===== config.mk =====
export PLATFORM = sky130hd
export DESIGN_NAME = cpu_ctrl_fsm
export DESIGN_NICKNAME = d
export VERILOG_FILES = /design/src/rtl/cpu_ctrl_fsm.sv
export SDC_FILE = /design/constraint.sdc
export NUM_CORES = 1
export LEC_CHECK = 0
export ABC_AREA = 1
export BUFFER_PORTS_ARGS = -buffer_cell sky130_fd_sc_hd__buf_4
export CORE_MARGIN = 2
export CORE_UTILIZATION = 30
export CTS_CLUSTER_SIZE = 30
export DETAILED_ROUTE_END_ITERATION = 10
export PLACE_DENSITY = 0.59
export SLEW_MARGIN = 15
export SYNTH_ARGS = -nofsm -noshare
export SYNTH_HDL_FRONTEND = slang
export SYNTH_SLANG_ARGS = --single-unit

===== constraint.sdc =====
create_clock -name clk -period 2.14 [get_ports clk]
set_input_delay 0.214 -clock clk [delete_from_list [all_inputs] [get_ports clk]]
set_output_delay 0.214 -clock clk [all_outputs]
set_load 0.005 [all_outputs]

===== src/rtl/cpu_ctrl_fsm.sv =====
// Multi-cycle CPU control unit: fetch/decode/execute/memory/writeback sequencing,
// program counter, latched ALU flags and memory handshakes.
module cpu_ctrl_fsm #(
   parameter int unsigned PC_W    = 9,
   parameter logic [2:0]  ALU_ADD = 3'b010
) (
   input  logic            clk,
   input  logic            rst,
   output logic            imemReq,
   output logic [PC_W-1:0] pc,
   input  logic [31:0]     imemData,
   input  logic            imemReady,
   output logic            dmemRdEn,
   output logic            dmemWrEn,
   input  logic            dmemReady,
   input  logic            cFlag,
   input  logic            nFlag,
   input  logic            vFlag,
   input  logic            zFlag,
   output logic [15:0]     immediate,
   output logic [4:0]      rfRdAdrx0,
   output logic [4:0]      rfRdAdrx1,
   output logic [4:0]      rfWrAdrx,
   output logic [2:0]      aluCtl,
   output logic            rfWriteEn,
   output logic            aluBusBSel,
   output logic            dmemResultSel,
   output logic            regDest,
   output logic            halted,
   output logic            illegal
);

   typedef enum logic [2:0] {
      S_FETCH, S_DECODE, S_EXEC, S_MEM, S_WB, S_HALT
   } state_t;

   typedef enum logic [2:0] {
      C_NOP, C_RALU, C_IALU, C_LOAD, C_STORE, C_BRANCH, C_HALT, C_ILL
   } class_t;

   state_t          state, state_nxt;
   logic [31:0]     ir, ir_nxt;
   logic [PC_W-1:0] pc_nxt;
   logic [3:0]      flags, flags_nxt;   // {C, N, V, Z}
   logic            illegal_nxt;
   class_t          cls;
   logic [2:0]      func;
   logic            taken;

   assign cls       = class_t'(ir[31:29]);
   assign func      = ir[28:26];
   assign immediate = ir[15:0];
   assign rfRdAdrx0 = ir[25:21];
   assign rfRdAdrx1 = ir[20:16];
   assign rfWrAdrx  = ir[15:11];
   assign halted    = (state == S_HALT);

   always_comb begin
      taken = 1'b0;
      case (func)
         3'b000:  taken = 1'b1;
         3'b001:  taken = flags[0];
         3'b010:  taken = !flags[0];
         3'b011:  taken = flags[2];
         3'b100:  taken = flags[3];
         3'b101:  taken = flags[1];
         default: taken = 1'b0;
      endcase
   end

   always_comb begin
      state_nxt   = state;
      ir_nxt      = ir;
      pc_nxt      = pc;
      flags_nxt   = flags;
      illegal_nxt = illegal;
      case (state)
         S_FETCH: begin
            if (imemReady) begin
               ir_nxt    = imemData;
               state_nxt = S_DECODE;
            end
         end
         S_DECODE: begin
            pc_nxt = pc + PC_W'(1);
            case (cls)
               C_NOP:   state_nxt = S_FETCH;
               C_HALT:  state_nxt = S_HALT;
               C_ILL: begin
                  state_nxt   = S_HALT;
                  illegal_nxt = 1'b1;
               end
               default: state_nxt = S_EXEC;
            endcase
         end
         S_EXEC: begin
            case (cls)
               C_RALU, C_IALU: begin
                  flags_nxt = {cFlag, nFlag, vFlag, zFlag};
                  state_nxt = S_WB;
               end
               C_LOAD, C_STORE: state_nxt = S_MEM;
               C_BRANCH: begin
                  // pc already points past the branch; offset is truncated and wraps
                  if (taken) pc_nxt = pc + ir[PC_W-1:0];
                  state_nxt = S_FETCH;
               end
               default: state_nxt = S_FETCH;
            endcase
         end
         S_MEM: begin
            if (dmemReady) state_nxt = (cls == C_LOAD) ? S_WB : S_FETCH;
         end
         S_WB:    state_nxt = S_FETCH;
         S_HALT:  state_nxt = S_HALT;
         default: state_nxt = S_FETCH;
      endcase
   end

   always_comb begin
      imemReq       = 1'b0;
      dmemRdEn      = 1'b0;
      dmemWrEn      = 1'b0;
      rfWriteEn     = 1'b0;
      aluCtl        = '0;
      aluBusBSel    = 1'b0;
      dmemResultSel = 1'b0;
      regDest       = 1'b0;
      case (state)
         S_FETCH: imemReq = 1'b1;
         S_EXEC, S_MEM, S_WB: begin
            // ALU controls stay put from EXEC through MEM/WB so results remain stable
            case (cls)
               C_RALU: aluCtl = func;
               C_IALU: begin
                  aluCtl     = func;
                  aluBusBSel = 1'b1;
               end
               C_LOAD, C_STORE: begin
                  aluCtl     = ALU_ADD;
                  aluBusBSel = 1'b1;
               end
               default: aluCtl = '0;
            endcase
            if (state == S_MEM) begin
               dmemRdEn = (cls == C_LOAD);
               dmemWrEn = (cls == C_STORE);
            end
            if (state == S_WB) begin
               rfWriteEn     = 1'b1;
               regDest       = (cls == C_RALU);
               dmemResultSel = (cls == C_LOAD);
            end
         end
         default: imemReq = 1'b0;
      endcase
   end

   always_ff @(posedge clk) begin
      if (rst) begin
         state   <= S_FETCH;
         pc      <= '0;
         ir      <= '0;
         flags   <= '0;
         illegal <= 1'b0;
      end else begin
         state   <= state_nxt;
         pc      <= pc_nxt;
         ir      <= ir_nxt;
         flags   <= flags_nxt;
         illegal <= illegal_nxt;
      end
   end

endmodule


==> qor.json <==
{
  "place_inst": {"value": 566},
  "n_antenna_cell": {"value": 0},
  "synth.lib_cells_used.distinct": {"value": 30},
  "p_int": {"value": 0.001554, "unit": "W"},
  "cap_viol_max_count": {"value": 0},
  "clk_root_buffer_cell": {"value": "clkbuf_8"},
  "critical-path-top-delay-family": {"value": "simple AND/OR/NAND/NOR gates"},
  "detail_route.first_pass.iterations": {"value": 4},
  "final_cell_mix": {"value": "buf_4 (96), nand2_1 (85), nor2_1 (47), dfxtp_1 (47), inv_1 (42)"},
  "worst_ep_required_time": {"value": 2.34, "unit": "ns"},
  "result_of_the_run": {"value": "completed"},
  "netSwitchingPower": {"value": 0.0007619, "unit": "W"},
  "post_layout_nonfiller_instances": {"value": 572},
  "wire_per_inst": {"value": 12.10, "unit": "um"},
  "cts_setup_buffers": {"value": 0},
  "pin_count_of_the_biggest_net_entering_global_routing": {"value": 34},
  "clkTransAtPathRegs": {"value": 0.10, "unit": "ns"},
  "synth_largest_area_cell": {"value": "dfxtp_1"},
  "grt_antenna_before_repair": {"value": 0},
  "path_buf_inv": {"value": 1},
  "die_x": {"value": 100.0, "unit": "um"},
  "cts_max_level": {"value": 2},
  "cts_buffers": {"value": 5},
  "wl_met2": {"value": 3.231, "unit": "mm"},
  "tightestPinTransition": {"value": 0.5540, "unit": "ns"},
  "fin_setup_tns": {"value": 0, "unit": "ns"},
  "synth_seq_cells": {"value": 49},
  "buffer_ports.inserted": {"value": 91},
  "postSynthAreaPerCell": {"value": 6.861, "unit": "um^2"},
  "p_leak": {"value": 1.671, "unit": "nW"},
  "final_hold_viol_count": {"value": 0},
  "critical_path_arrival": {"value": 2.16, "unit": "ns"},
  "pwr-share-comb": {"value": 30.1, "unit": "%"},
  "detail_route.vias_per_cell": {"value": 4.484},
  "cts_buffer_depth": {"value": 2},
  "relSlewSlack": {"value": 62.93, "unit": "%"},
  "fin_crit_sh": {"value": 91.83, "unit": "%"},
  "synth_cells": {"value": 403},
  "finished_core_util": {"value": 37.45, "unit": "%"},
  "route.top_layer_used": {"value": "met4"},
  "clock_power_share": {"value": 22.6, "unit": "%"},
  "boundaryPins": {"value": 92},
  "track_usage": {"value": 14.24, "unit": "%"},
  "max_freq": {"value": 508.9, "unit": "MHz"},
  "synth.net_count": {"value": 452},
  "layout-drive-gt1-share": {"value": 27.77, "unit": "%"},
  "grt_first_pass_wirelength": {"value": 11.53, "unit": "mm"},
  "initial_util": {"value": 30.36, "unit": "%"},
  "critical_path.cell_chain": {"value": "inv_2 -> nand2_2 -> nor2_2 -> nand2_1 -> ha_1 -> fa_2 -> nand2_1 -> nand2_1 -> nand2_2 -> nor2_1 -> o21bai_1 -> nand2_1 -> nor2_1 -> nor2_1"},
  "synth-seq-area-share": {"value": 35.48, "unit": "%"},
  "final-max-slew-violation-count": {"value": 0},
  "detailroute.via_count": {"value": 2565},
  "placement_rows": {"value": 35},
  "regToRegSetupSlack": {"value": 0.17, "unit": "ns"},
  "min_path_type": {"value": "primary input to flip-flop"},
  "initialDrtViolationCount": {"value": 53},
  "final_nets": {"value": 511},
  "detailedPlace.worstSlack": {"value": 0.07404, "unit": "ns"},
  "dieArea": {"value": 10000, "unit": "um^2"},
  "layout_commonest_cell": {"value": "buf_4"},
  "number_of_global_route_vias_before_repair": {"value": 2468},
  "timing.critical_path.to_type": {"value": "flip-flop"},
  "area_growth_syn_to_layout": {"value": 23.35, "unit": "%"},
  "ys_top_cells_by_area": {"value": "dfxtp_1 (35%), nand2_1 (12%), buf_4 (9.0%), a21oi_1 (7.4%), nor2_1 (6.4%)"},
  "finalWeightedCongestion": {"value": 0.7666},
  "post-route-worst-setup-slack": {"value": 0.1748, "unit": "ns"},
  "clock_latency_on_the_worst_skew_pair": {"value": 0.30, "unit": "ns"},
  "post_synth_instance_area": {"value": 2765, "unit": "um^2"},
  "seqPwrFrac": {"value": 47.3, "unit": "%"},
  "start_kind": {"value": "flip-flop"},
  "worst_path_largest_cell_delay": {"value": 0.36, "unit": "ns"},
  "routed_wirelength": {"value": 6.923, "unit": "mm"},
  "synth.top_cell.area_share": {"value": 35.48, "unit": "%"},
  "final_global_route_overflow_total": {"value": 0},
  "rsz_0062_raised_after_global_routing": {"value": "true"},
  "skew": {"value": 0.009853, "unit": "ns"},
  "master_of_the_slowest_instance_on_the_critical_path": {"value": "dfxtp_2"},
  "antenna_violating_nets_post_route": {"value": 0},
  "placement_cell_area": {"value": 3329, "unit": "um^2"},
  "postLayoutCellArea": {"value": 3411, "unit": "um^2"},
  "number_of_sinks_handled_by_clock_tree_synthesis": {"value": 49},
  "ys_warn_count": {"value": 0},
  "y_dimension_of_the_die": {"value": 100.0, "unit": "um"},
  "sw_ratio": {"value": 32.90, "unit": "%"},
  "final_setup_viols": {"value": 0},
  "largest_fanout_of_any_net_on_the_critical_path": {"value": 5},
  "met3_wirelength": {"value": 499, "unit": "um"},
  "irDropWorstVdd": {"value": 0.3281, "unit": "mV"},
  "design.core.area": {"value": 9109, "unit": "um^2"},
  "dpl.hpwl": {"value": 5.346, "unit": "mm"},
  "period_needed": {"value": 1.965, "unit": "ns"},
  "drc": {"value": 0},
  "cell_repeated_most_along_the_worst_path": {"value": "nand2_1"},
  "tritoncts": {"value": "yes"},
  "critPathKind": {"value": "flip-flop to flip-flop"},
  "power-per-cell-area": {"value": 679.0, "unit": "nW/um^2"},
  "met1Wirelength": {"value": 3.153, "unit": "mm"}
}
[through the flow]
step	hold slack [ns]	total power [W]
3_5_place_dp	0.4536	0.001822
3_3_place_gp	0.4485	0.001811
4_1_cts	0.1680	0.002353
5_1_grt	0.1874	0.002497
6_report	0.1721	0.002316
2_1_floorplan	0.3784	0.001595
[final timing paths]
kind	startpoint	to	cells past startpoint
max reg2reg	state[2]	pc[6]	14
max	state[2]	pc[6]	14
min	cFlag	flags[3]	3
min reg2reg	ir[20]	ir[20]	2
[Yosys cell counts]
library cell and count:
nand2_1 86, dfxtp_1 49, nor2_1 47, inv_1 43, a21oi_1 41, buf_4 33, nand3_1 29, o21ai_0 20
ha_1 8, nor2_2 6, buf_2 5, clkbuf_1 5, nor3_1 5, nand2_2 3, inv_2 2, nand2_4 2
nand3b_1 2, nand4_1 2, nor2_4 2, or2_2 2, xor2_1 2, a31o_2 1, buf_1 1, fa_1 1
inv_4 1, nand3_2 1, nand3_4 1, o211ai_1 1, o21bai_1 1, xnor2_1 1
[worst register-to-register path: cells and delay by family, from the launching register on]
family,cells,cell delay [ns]
AND/OR/NAND/NOR,10,0.74
flip-flops,1,0.36
AO/OA/AOI/OAI,1,0.12
adder cells (fa/ha/maj),2,0.57
buffers and inverters,1,0.10
[power groups by stage]
stage	registers [W]	logic (W)	clock network [W]
6_report	0.00110	0.000698	0.000523
5_1_grt	0.00111	0.000801	0.000588
3_5_place_dp	0.00112	0.000706	0
3_3_place_gp	0.00111	0.000698	0
4_1_cts	0.00110	0.000709	0.000548
2_1_floorplan	0.00110	0.000498	0
[registers in the layout (all words and copies together), names as in the netlist]
register / cells
flags: 4
ir: 32
illegal: 1
state: 3
pc: 9
[cell families after synthesis]
| kind of cell | count (synthesis) | share of synthesized area (%) |
|---|---|---|
| xor gates and xnor gates | 3 | 0.9504 |
| buffers and inverters | 90 | 17.01 |
| AOI/OAI and AO/OA | 64 | 11.90 |
| adders and majority gates | 9 | 4.344 |
| DFF | 49 | 35.48 |
| and+or+nand+nor | 188 | 30.32 |
[layout make-up]
type	count	area [um^2]
Timing Repair Buffer	96	720.7
Clock inverter	1	5.005
Multi-Input combinational cell	264	1319
Clock buffer	5	68.82
Inverter	46	175.2
Sequential cell	49	983.4
Fill cell	965	5698
Tap cell	111	138.9
[per-layer routing]
layer / vias up / track usage [%]
met5: - / 0
met4: 0 / 3.793
met2: 74 / 24.64
met3: 2 / 4.248
li1: 1361 / -
met1: 1128 / 17.26
[repair_timing]
action,4_1_cts,5_1_grt
setup endpoints to repair,0,6
resized for setup,0,5
hold buffers,0,0
Note: power is estimated with default switching activity, not from simulation.
